**src/rtl/booth_dot_acc_pkg.sv**
```systemverilog
// Shared constants for the Booth dot-product accumulator: default operand
// width, default vector length and FSM state encodings.
package booth_dot_acc_pkg;

  localparam int unsigned TAM_DEF = 8;
  localparam int unsigned LEN_DEF = 4;

  typedef enum logic [1:0] {
    IDLE = 2'd0,
    MUL  = 2'd1,
    ADD  = 2'd2,
    DONE = 2'd3
  } state_t;

endpackage

```
**src/rtl/booth_dot_acc_add.sv**
```systemverilog
// Sign-extending accumulator adder with signed-overflow detect (wraps, no saturation).
module booth_dot_acc_add #(
  parameter int unsigned PW   = 16,
  parameter int unsigned ACCW = 20
) (
  input  logic [PW-1:0]   prod,
  input  logic [ACCW-1:0] acc,
  output logic [ACCW-1:0] sum_c,
  output logic            ovf_c
);

  logic signed [ACCW-1:0] addend;

  assign addend = ACCW'($signed(prod));
  assign sum_c  = acc + addend;
  // Overflow: addends agree in sign but the sum does not.
  assign ovf_c  = (acc[ACCW-1] == addend[ACCW-1]) && (sum_c[ACCW-1] != acc[ACCW-1]);

endmodule

```
**src/rtl/booth_dot_acc.sv**
```systemverilog
// Sequencer around an external registered radix-4 Booth multiplier: feeds
// operand pairs, accumulates LEN products and hands out the dot product.
module booth_dot_acc
  import booth_dot_acc_pkg::*;
#(
  parameter int unsigned TAM   = TAM_DEF,
  parameter int unsigned LEN   = LEN_DEF,
  parameter int unsigned GUARD = 4,
  parameter int unsigned CW    = 2
) (
  input  logic                       clk,
  input  logic                       rst,
  input  logic                       in_valid,
  output logic                       in_ready,
  input  logic [TAM-1:0]             in_a,
  input  logic [TAM-1:0]             in_b,
  output logic [TAM-1:0]             mul_a,
  output logic [TAM-1:0]             mul_b,
  input  logic [2*TAM-1:0]           mul_p,
  output logic                       out_valid,
  input  logic                       out_ready,
  output logic [2*TAM+GUARD-1:0]     out_acc,
  output logic                       out_ovf
);

  localparam int unsigned PW   = 2 * TAM;
  localparam int unsigned ACCW = 2 * TAM + GUARD;

  state_t          state, state_nxt;
  logic [TAM-1:0]  mul_a_nxt, mul_b_nxt;
  logic [ACCW-1:0] acc, acc_nxt, sum_c;
  logic            ovf, ovf_nxt, ovf_c;
  logic [CW-1:0]   cnt, cnt_nxt;

  booth_dot_acc_add #(
    .PW   (PW),
    .ACCW (ACCW)
  ) u_add (
    .prod  (mul_p),
    .acc   (acc),
    .sum_c (sum_c),
    .ovf_c (ovf_c)
  );

  // State and datapath registers; reset discards any partial vector.
  always_ff @(posedge clk) begin
    if (rst) begin
      state <= IDLE;
      mul_a <= '0;
      mul_b <= '0;
      acc   <= '0;
      ovf   <= 1'b0;
      cnt   <= '0;
    end else begin
      state <= state_nxt;
      mul_a <= mul_a_nxt;
      mul_b <= mul_b_nxt;
      acc   <= acc_nxt;
      ovf   <= ovf_nxt;
      cnt   <= cnt_nxt;
    end
  end

  // Next-state and datapath update.
  always_comb begin
    state_nxt = state;
    mul_a_nxt = mul_a;
    mul_b_nxt = mul_b;
    acc_nxt   = acc;
    ovf_nxt   = ovf;
    cnt_nxt   = cnt;
    case (state)
      IDLE: begin
        if (in_valid) begin
          mul_a_nxt = in_a;
          mul_b_nxt = in_b;
          state_nxt = MUL;
        end
      end
      MUL: state_nxt = ADD;
      ADD: begin
        acc_nxt = sum_c;
        ovf_nxt = ovf | ovf_c;
        if (cnt == CW'(LEN - 1)) begin
          cnt_nxt   = '0;
          state_nxt = DONE;
        end else begin
          cnt_nxt   = cnt + CW'(1);
          state_nxt = IDLE;
        end
      end
      DONE: begin
        if (out_ready) begin
          acc_nxt   = '0;
          ovf_nxt   = 1'b0;
          state_nxt = IDLE;
        end
      end
      default: state_nxt = IDLE;
    endcase
  end

  // Handshake flags decode straight from the registered state.
  assign in_ready  = (state == IDLE);
  assign out_valid = (state == DONE);
  assign out_acc   = acc;
  assign out_ovf   = ovf;

endmodule

```
**config.mk**
```make
export PLATFORM = sky130hd
export DESIGN_NAME = booth_dot_acc
export DESIGN_NICKNAME = d
export VERILOG_FILES = /design/src/rtl/booth_dot_acc_pkg.sv /design/src/rtl/booth_dot_acc_add.sv /design/src/rtl/booth_dot_acc.sv
export SDC_FILE = /design/constraint.sdc
export NUM_CORES = 1
export LEC_CHECK = 0
export CAP_MARGIN = 20
export CORE_MARGIN = 1.5
export CORE_UTILIZATION = 43
export CTS_CLUSTER_DIAMETER = 100
export DETAILED_ROUTE_END_ITERATION = 12
export GPL_ROUTABILITY_DRIVEN = 0
export PLACE_DENSITY_LB_ADDON = 0.05
export SLEW_MARGIN = 20
export SYNTH_ARGS = -nofsm -noshare
export SYNTH_HDL_FRONTEND = slang
export SYNTH_HIERARCHICAL = 1
export SYNTH_SLANG_ARGS = --single-unit
```
**constraint.sdc**
```tcl
create_clock -name clk -period 2.6 [get_ports clk]
set_input_delay 0.78 -clock clk [delete_from_list [all_inputs] [get_ports clk]]
set_output_delay 0.78 -clock clk [all_outputs]
set_load 0.01 [all_outputs]
```
# Yosys cells after proc, flatten, opt, wreduce, memory -nomap -nowiden
# Cells that the tools add are included.
# totals
wordCells	32
in_bits	36
output_inout_bits	39
ff_bits	41
# classes
eq_ne	8
reduce_logical	6
n_addsub	2
mux	9
n_bitwise	1
# op_table
operator	n
case mux 20 bit (2 select lines)	1
adder 20 bit	1
2-to-1 mux 20 bit	1
2-to-1 mux 2 bit	4
case mux 2 bit (4 select lines)	1
== test 2 bit, second input constant	3
AND reduction 2 bit	3
adder 2 x 1 -> 2 bit, second input constant	1
== test 2 x 1 -> 1 bit, second input constant	1
zero test 2 bit	1
inequality test 2 x 1 -> 1 bit, second input constant	1
inequality test 2 bit, second input constant	1
case mux 1 bit (2 select lines)	1
nonzero test 2 bit	1
== test 1 bit	1
logical AND 1 bit	1
2-to-1 mux 1 bit	1
inequality test 1 bit	1
bitwise OR 1 bit	1

# Depth between registers and ports, before layout
# Gate-level depths: netlist of the first run.
# logic_depth
word_depth	5
mapped_depth	11
depth_no_buf	10

# By module
# Netlist of the first run, hierarchy kept.
# modules_own_cells
mod	cells_each	seq_area_each_um2	instances	area_each_um2
booth_dot_acc	190	820.8	1	1572.8
booth_dot_acc_add	135	0.0	1	1033.5

# Worst setup path before layout of the first run
# No wires, ideal clock.
# synth_path
path_kind	input to register
from	in mul_p[0]
to	reg acc[18] (netlist: out_acc[18])
n_path_buf	0
t_arrival_ns	2.698
slack_ns	-0.169
stages	10
cell_sequence	ha_1 -> fa_1 -> a21oi_1 -> nor2_2 -> nor4_2 -> nor3_1 -> or3_1 -> nand3_1 -> nand2_1 -> a21oi_1
# synth_between
elab_chain_len	2
# synth_rtl
element	line_no	text
from (decl)	booth_dot_acc.sv:19	input logic [2*TAM-1:0] mul_p,
adder 20 bit	booth_dot_acc_add.sv:15	assign sum_c = acc + addend;
via sum_c[18]	booth_dot_acc.sv:31	logic [ACCW-1:0] acc, acc_nxt, sum_c;
case mux 20 bit (2 select lines)	booth_dot_acc.sv:72	case (state)
to (signal assigned)	booth_dot_acc.sv:58	acc <= acc_nxt;
to (decl)	booth_dot_acc.sv:31	
# The timed path passes the listed nets, and every way through them passes these cells.
# A chain may end at the register's enable or synchronous reset.

# Worst setup path in the final report of the first run
# layout_path
from	in mul_p[3]
to	reg acc[16] (netlist: out_acc[16])
# Same word-level chain as after synthesis.

==> results of run 1 <==
==> flip-flops by register name, summed over array words and instances (netlist names) <==
register and flops:
out_ovf 1, mul_b 8, state 2, out_acc 20, mul_a 8, cnt 2
==> power groups by stage <==
stage | clock [µW] | combinational, µW | sequential, µW
6_report | 536 | 550 | 692
5_1_grt | 583 | 601 | 699
4_1_cts | 552 | 524 | 692
3_5_place_dp | 0 | 500 | 705
3_3_place_gp | 0 | 494 | 703
2_1_floorplan | 0 | 261 | 712
==> per-layer routing <==
layer / vias up / GRT usage / part of all wire
met3: 2 / 0.04719 / 0.038
met5: - / 0 / 0
met1: 1280 / 0.2863 / 0.45
met2: 49 / 0.3967 / 0.51
met4: 0 / 0.05690 / 0.0046
li1: 1392 / - / -
==> per-stage QoR <==
step	TNS [ns]	util	total power [µW]	cell area (µm²)	cells
after floorplan	0	-	972.7	2673	325
after CTS	0	0.6879	1769	4049	521
after global placement	-6.467	0.6469	1197	3807	511
after detailed placement	-6.866	0.6469	1205	3807	511
after global routing	-0.02381	0.7094	1882	4175	526
final	0	0.7094	1779	4175	526
==> final timing paths <==
kind / depth (start not counted) / startpoint / endpoint
worst min-delay path: 2 / mul_b[7]$_SDFFE_PP0P_ / mul_b[7]$_SDFFE_PP0P_
worst min register to register: 2 / mul_b[7]$_SDFFE_PP0P_ / mul_b[7]$_SDFFE_PP0P_
worst max-delay path: 11 / mul_p[3] / out_acc[16]$_SDFFE_PP0P_
worst max register to register: 11 / out_acc[0]$_SDFFE_PP0P_ / out_acc[16]$_SDFFE_PP0P_
==> worst reg2reg max path: cells and delay by family (launching register included) <==
kind                       cells  cell delay, ns
and+or+nand+nor                4            0.71
AOI/OAI and AO/OA              4            0.59
DFF                            1            0.40
adders and majority gates      2            0.40
buffers and inverters          1            0.15
==> cell families (layout without fill, tap and decap cells) <==
| group | after synthesis | after routing | share of synthesized area |
|---|---|---|---|
| adder cells (fa/ha/maj) | 21 | 21 | 0.1037 |
| buffers and inverters | 22 | 148 | 0.04896 |
| flip-flops | 41 | 41 | 0.3149 |
| AND/OR/NAND/NOR | 108 | 108 | 0.2045 |
| AO/OA/AOI/OAI | 112 | 112 | 0.2554 |
| XOR/XNOR | 17 | 17 | 0.05713 |
| multiplexers | 4 | 4 | 0.01536 |
==> final cells by class <==
class | instances | area [µm²] | area share
inverter | 4 | 15.01 | 0.003596
clock inverter | 3 | 46.29 | 0.01109
tap | 75 | 93.84 | 0.02248
multi-input combinational | 262 | 1953 | 0.4678
clock buffer | 5 | 68.82 | 0.01648
sequential | 41 | 820.8 | 0.1966
timing repair buffer | 136 | 1177 | 0.2820
==> layout by cell type, fill, tap and decap left out, types with 3 or more instances in the layout <==
| master | n |
|---|---|
| a21o_1 | 5 |
| a21oi_1 | 48 |
| a21oi_2 | 9 |
| buf_4 | 62 |
| clkbuf_2 | 5 |
| clkbuf_8 | 5 |
| clkdlybuf4s15_1 | 4 |
| clkdlybuf4s50_1 | 62 |
| dfxtp_1 | 41 |
| ha_1 | 8 |
| ha_4 | 11 |
| inv_1 | 4 |
| mux2i_1 | 4 |
| nand2_1 | 66 |
| nor2_1 | 9 |
| o21ai_0 | 24 |
| o21bai_1 | 3 |
| xnor2_1 | 11 |
| xor2_1 | 6 |
==> repair_timing <==
| action | CTS | global route |
|---|---|---|
| cloned | 0 | 0 |
| pin swaps | 21 | 26 |
| resized for setup | 33 | 33 |
| endpoints found under the setup margin | 13 | 11 |
| setup buffers | 2 | 5 |
==> results.py, run 1 <==
metrics = {
    "run_status": {
        "status": "complete, no violations",
    },
    "power": {
        "clkPwrFrac": 0.301,
        "pwr-share-comb": 0.310,
        "leakage_uw": 0.001665,
        "p_switching_uw": 529.1,
        "p_per_area_mw_per_mm2": 426.0,
        "sequentialPowerShare": 0.389,
        "peakVddDrop_uv": 263.0,
        "switching_share": 0.2975,
        "p_int_uw": 1249,
    },
    "timing": {
        "tightest_slew_ns": 0.6817,
        "hold_viol_final": 0,
        "period_share": 0.9657,
        "finalSetupViolCount": 0,
        "whs_ns": 0.4589,
        "maxSlewHeadroom": 0.5450,
        "worst_slack_ns": 0.08923,
        "min_period_ns": 2.511,
        "clock_skew_ns": 0.01129,
        "finalMaxSlewViolations": 0,
        "fmax_mhz": 398.3,
    },
    "clock_tree": {
        "clk_pin_slew_ns": 0.09,
        "htree_levels": 2,
        "clockBufferDepth": 2,
        "clk_latency_ns": 0.30,
        "numCtsBuffers": 5,
        "clock_sinks": 41,
        "cts_root_buffer": "clkbuf_8",
        "cts_tree": "yes",
        "ctsHoldBuffers": 0,
    },
    "setup_path": {
        "endpoint_kind": "flop",
        "critPathKind": "in2reg",
        "cp_data_required_time_ns": 2.84,
        "worstPathCellList": "clkdlybuf4s15_1 > ha_4 > nand3_4 > nor2_4 > nor4_4 > buf_4 > o31ai_4 > or4b_1 > o211ai_1 > nand2_1 > a21oi_2",
        "slowest_delay_ns": 0.45,
        "critPathTopFamily": "simple AND/OR/NAND/NOR gates",
        "start_kind": "input port",
        "r2r_setup_slack_ns": 0.29,
        "worstPathArrival_ns": 2.75,
        "cp_slowest_cell": "or4b_1",
        "crit_buf_inv": 2,
        "crit_path_max_fanout": 3,
    },
    "route": {
        "ant_nets": 0,
        "avgViaCountPerCell": 5.177,
        "wl_per_cell_um": 13.76,
        "drt_iter0_drc": 99,
        "drt_drc_violations_left": 0,
        "dr.pass1.iters": 4,
        "num_vias": 2723,
        "finalWirelength_um": 7240,
    },
    "placement": {
        "dp_hpwl_um": 4956,
        "port-buffer-count": 74,
        "place_ws_ns": -0.5819,
    },
    "job": {
        "maxCapViolCount": 0,
    },
    "logic_synthesis": {
        "synth_nets": 382,
        "yosys.area.top_type": "dfxtp_1",
        "ys_seq_area_frac": 0.3149,
        "ys_types": 56,
        "synth.cells.most_frequent": "nand2_1, a21oi_1, dfxtp_1, o21ai_0, ha_1",
        "synth_top_area_share": 0.3149,
        "yosysWarningCount": 6,
        "post-synth-top-count-cell": "nand2_1",
        "synth-main-ff-cell": "dfxtp_1",
        "async_flop_share": 0,
        "synth_area_mm2": 0.002606,
        "synth_seq_cells": 41,
        "synth_edf_count": 0,
        "avgSynthCellArea_um2": 8.019,
        "synth_cells": 325,
        "synth.area.top_cells": "dfxtp_1, a21oi_1, nand2_1",
    },
    "global_route": {
        "antenna_found_initial": 0,
        "overflow": 0,
        "grt_start_max_net_pins": 42,
        "grt.total_usage": 0.2281,
        "grt_pass1_wl_um": 11740,
        "grt_pass1_vias": 2594,
    },
    "die": {
        "die-area_mm2": 0.006537,
        "start_util": 0.4428,
        "coreArea_mm2": 0.005886,
        "io_pins": 75,
        "die_x_um": 80.85,
        "rows": 28,
        "die_y_um": 80.85,
    },
    "final_layout": {
        "area_delta_synth_final_pct": 60.20,
        "n_fill_cell": 484,
        "drive_gt1_frac": 0.2816,
        "finalNetCount": 507,
        "antenna_cells": 0,
    },
    "min_path": {
        "hp-class": "reg2reg",
    },
}
Note: power is estimated with default switching activity, not from simulation.
==> run 2, diff against run 1 <==
Settings changed: SETUP_SLACK_MARGIN set to 0.4.
==> results.py, run 2 (synthesis gave the netlist of run 1 again) <==
metrics = {
    "timing": {
        "rsz0062_at_grt": "true",
        "min_period_ns": 2.575,
        "finalMaxSlewViolations": 0,
        "maxSlewHeadroom": 0.5247,
        "period_share": 0.9904,
        "clock_skew_ns": 0.006156,
        "fmax_mhz": 388.4,
        "tightest_slew_ns": 0.7122,
        "whs_ns": 0.4550,
        "finalSetupViolCount": 0,
        "hold_viol_final": 0,
    },
    "clock_tree": {
        "ctsHoldBuffers": 0,
        "clk_pin_slew_ns": 0.08,
        "clock_sinks": 41,
        "cts_tree": "yes",
        "clk_latency_ns": 0.30,
        "htree_levels": 2,
        "cts_root_buffer": "clkbuf_8",
        "numCtsBuffers": 5,
        "clockBufferDepth": 2,
    },
    "job": {
        "maxCapViolCount": 0,
    },
    "placement": {
        "port-buffer-count": 74,
        "dp_hpwl_um": 4975,
    },
    "final_layout": {
        "finalNetCount": 513,
        "multi_input_area_mm2": 0.002029,
        "layout_common_cells": "nand2_1, clkdlybuf4s50_1, buf_4, a21oi_1, dfxtp_1",
        "n_fill_cell": 459,
        "antenna_cells": 0,
        "largest_reg_flops": 20,
        "final_common_cell": "nand2_1",
        "drive_gt1_frac": 0.3195,
        "ff_latch_area_um2": 828.3,
        "area_delta_synth_final_pct": 65.87,
    },
    "global_route": {
        "overflow": 0,
        "grt_pass1_vias": 2545,
        "grt_start_max_net_pins": 42,
        "grt.total_usage": 0.2245,
        "grt_pass1_wl_um": 11560,
        "antenna_found_initial": 0,
    },
    "run_status": {
        "status": "complete, no violations",
    },
    "setup_path": {
        "crit_path_max_fanout": 2,
        "start_kind": "input port",
        "endpoint_kind": "flop",
        "cp_data_required_time_ns": 2.83,
        "worstPathArrival_ns": 2.80,
        "critPathKind": "in2reg",
    },
    "die": {
        "die_x_um": 80.85,
        "start_util": 0.4428,
        "io_pins": 75,
        "coreArea_mm2": 0.005886,
        "die_y_um": 80.85,
        "die-area_mm2": 0.006537,
        "rows": 28,
    },
    "power": {
        "p_per_area_mw_per_mm2": 400.1,
        "p_switching_uw": 531.3,
        "pwr-share-comb": 0.340,
        "switching_share": 0.3072,
        "clkPwrFrac": 0.261,
        "peakVddDrop_uv": 264.2,
        "sequentialPowerShare": 0.399,
        "finalPower_uw": 1730,
        "p_int_uw": 1198,
        "leakage_uw": 0.001731,
    },
    "route": {
        "dr.pass1.iters": 4,
        "ant_nets": 0,
        "num_vias": 2777,
        "drt_drc_violations_left": 0,
        "wl_per_cell_um": 14.45,
        "finalWirelength_um": 7689,
        "avgViaCountPerCell": 5.220,
        "drt_iter0_drc": 94,
    },
    "min_path": {
        "hp-class": "reg2reg",
    },
}
-- run 2: cell count changes in the layout (fill, tap and decap cells not counted), sizes merged --
cell,delta
buf,+13
bufinv,-1
clkbuf,-2
clkdlybuf4s15,-4
clkdlybuf4s50,-2
clkinv,+1
clkinvlp,-1
dlygate4sd2,+1
dlymetal6s2s,+1
-- run 2: cell type report --
class                      instances  share of cell area
multi-input combinational        262              0.4695
timing repair buffer             142              0.2915
sequential                        41              0.1916
tap                               75             0.02171
clock buffer                       6             0.01910
inverter                           4            0.003473
clock inverter                     2            0.003184
-- run 2: power groups by stage --
stage | sequential [µW] | combinational [µW] | clock (µW)
3_3_place_gp | 705 | 493 | 0
4_1_cts | 694 | 538 | 467
3_5_place_dp | 707 | 499 | 0
6_report | 690 | 587 | 452
5_1_grt | 695 | 636 | 499
2_1_floorplan | 714 | 272 | 0
-- run 2: path summary, 6_finish.rpt --
check                                        startpoint  slack, ns                     to  cells past startpoint
worst max-delay path                           mul_p[0]       0.03   out_ovf$_SDFFE_PP0P_                     13
worst min-delay path              mul_a[5]$_SDFFE_PP0P_       0.46  mul_a[5]$_SDFFE_PP0P_                      2
worst max register to register  out_acc[0]$_SDFFE_PP0P_       0.23   out_ovf$_SDFFE_PP0P_                     12
worst min register to register    mul_a[5]$_SDFFE_PP0P_       0.46  mul_a[5]$_SDFFE_PP0P_                      2
-- run 2: through the flow --
step,TNS (ns),instance area (µm²),cells,util,setup WS [ns]
6_report,0,4323,532,0.7345,0.02508
5_1_grt,-0.1769,4323,532,0.7345,-0.05523
4_1_cts,0,4131,523,0.7020,0.05406
3_5_place_dp,-6.468,3830,502,0.6507,-0.5313
3_3_place_gp,-6.096,3830,502,0.6507,-0.4870
2_1_floorplan,0,2763,325,-,0.06351
-- run 2: what timing repair did --
item                                    in CTS  in global routing
resized for setup                           61                 37
endpoints found under the setup margin      19                 17
pin swaps                                   47                 34
buffers inserted                            13                  9
cloned                                       0                  0
-- run 2: per-layer routing --
| metal | routed length (µm) | track usage | share of wire | vias to the layer above |
|---|---|---|---|---|
| li1 | - | - | - | 1397 |
| met1 | 3442 | 0.2794 | 0.45 | 1325 |
| met2 | 3924 | 0.3992 | 0.51 | 46 |
| met3 | 227 | 0.03146 | 0.030 | 9 |
| met4 | 94 | 0.06724 | 0.012 | 0 |
| met5 | 0 | 0 | 0 | - |
-- run 2: worst max-delay path, stage by stage --
cell and delay, ns:
buf_6 0.10, ha_4 0.15, buf_6 0.11, buf_6 0.11
a211oi_4 0.28, nor4bb_4 0.09, o311ai_2 0.31, nand2_1 0.15
a21oi_2 0.18, mux2i_1 0.23, a21oi_1 0.10, a2bb2oi_2 0.13
nor2_1 0.08
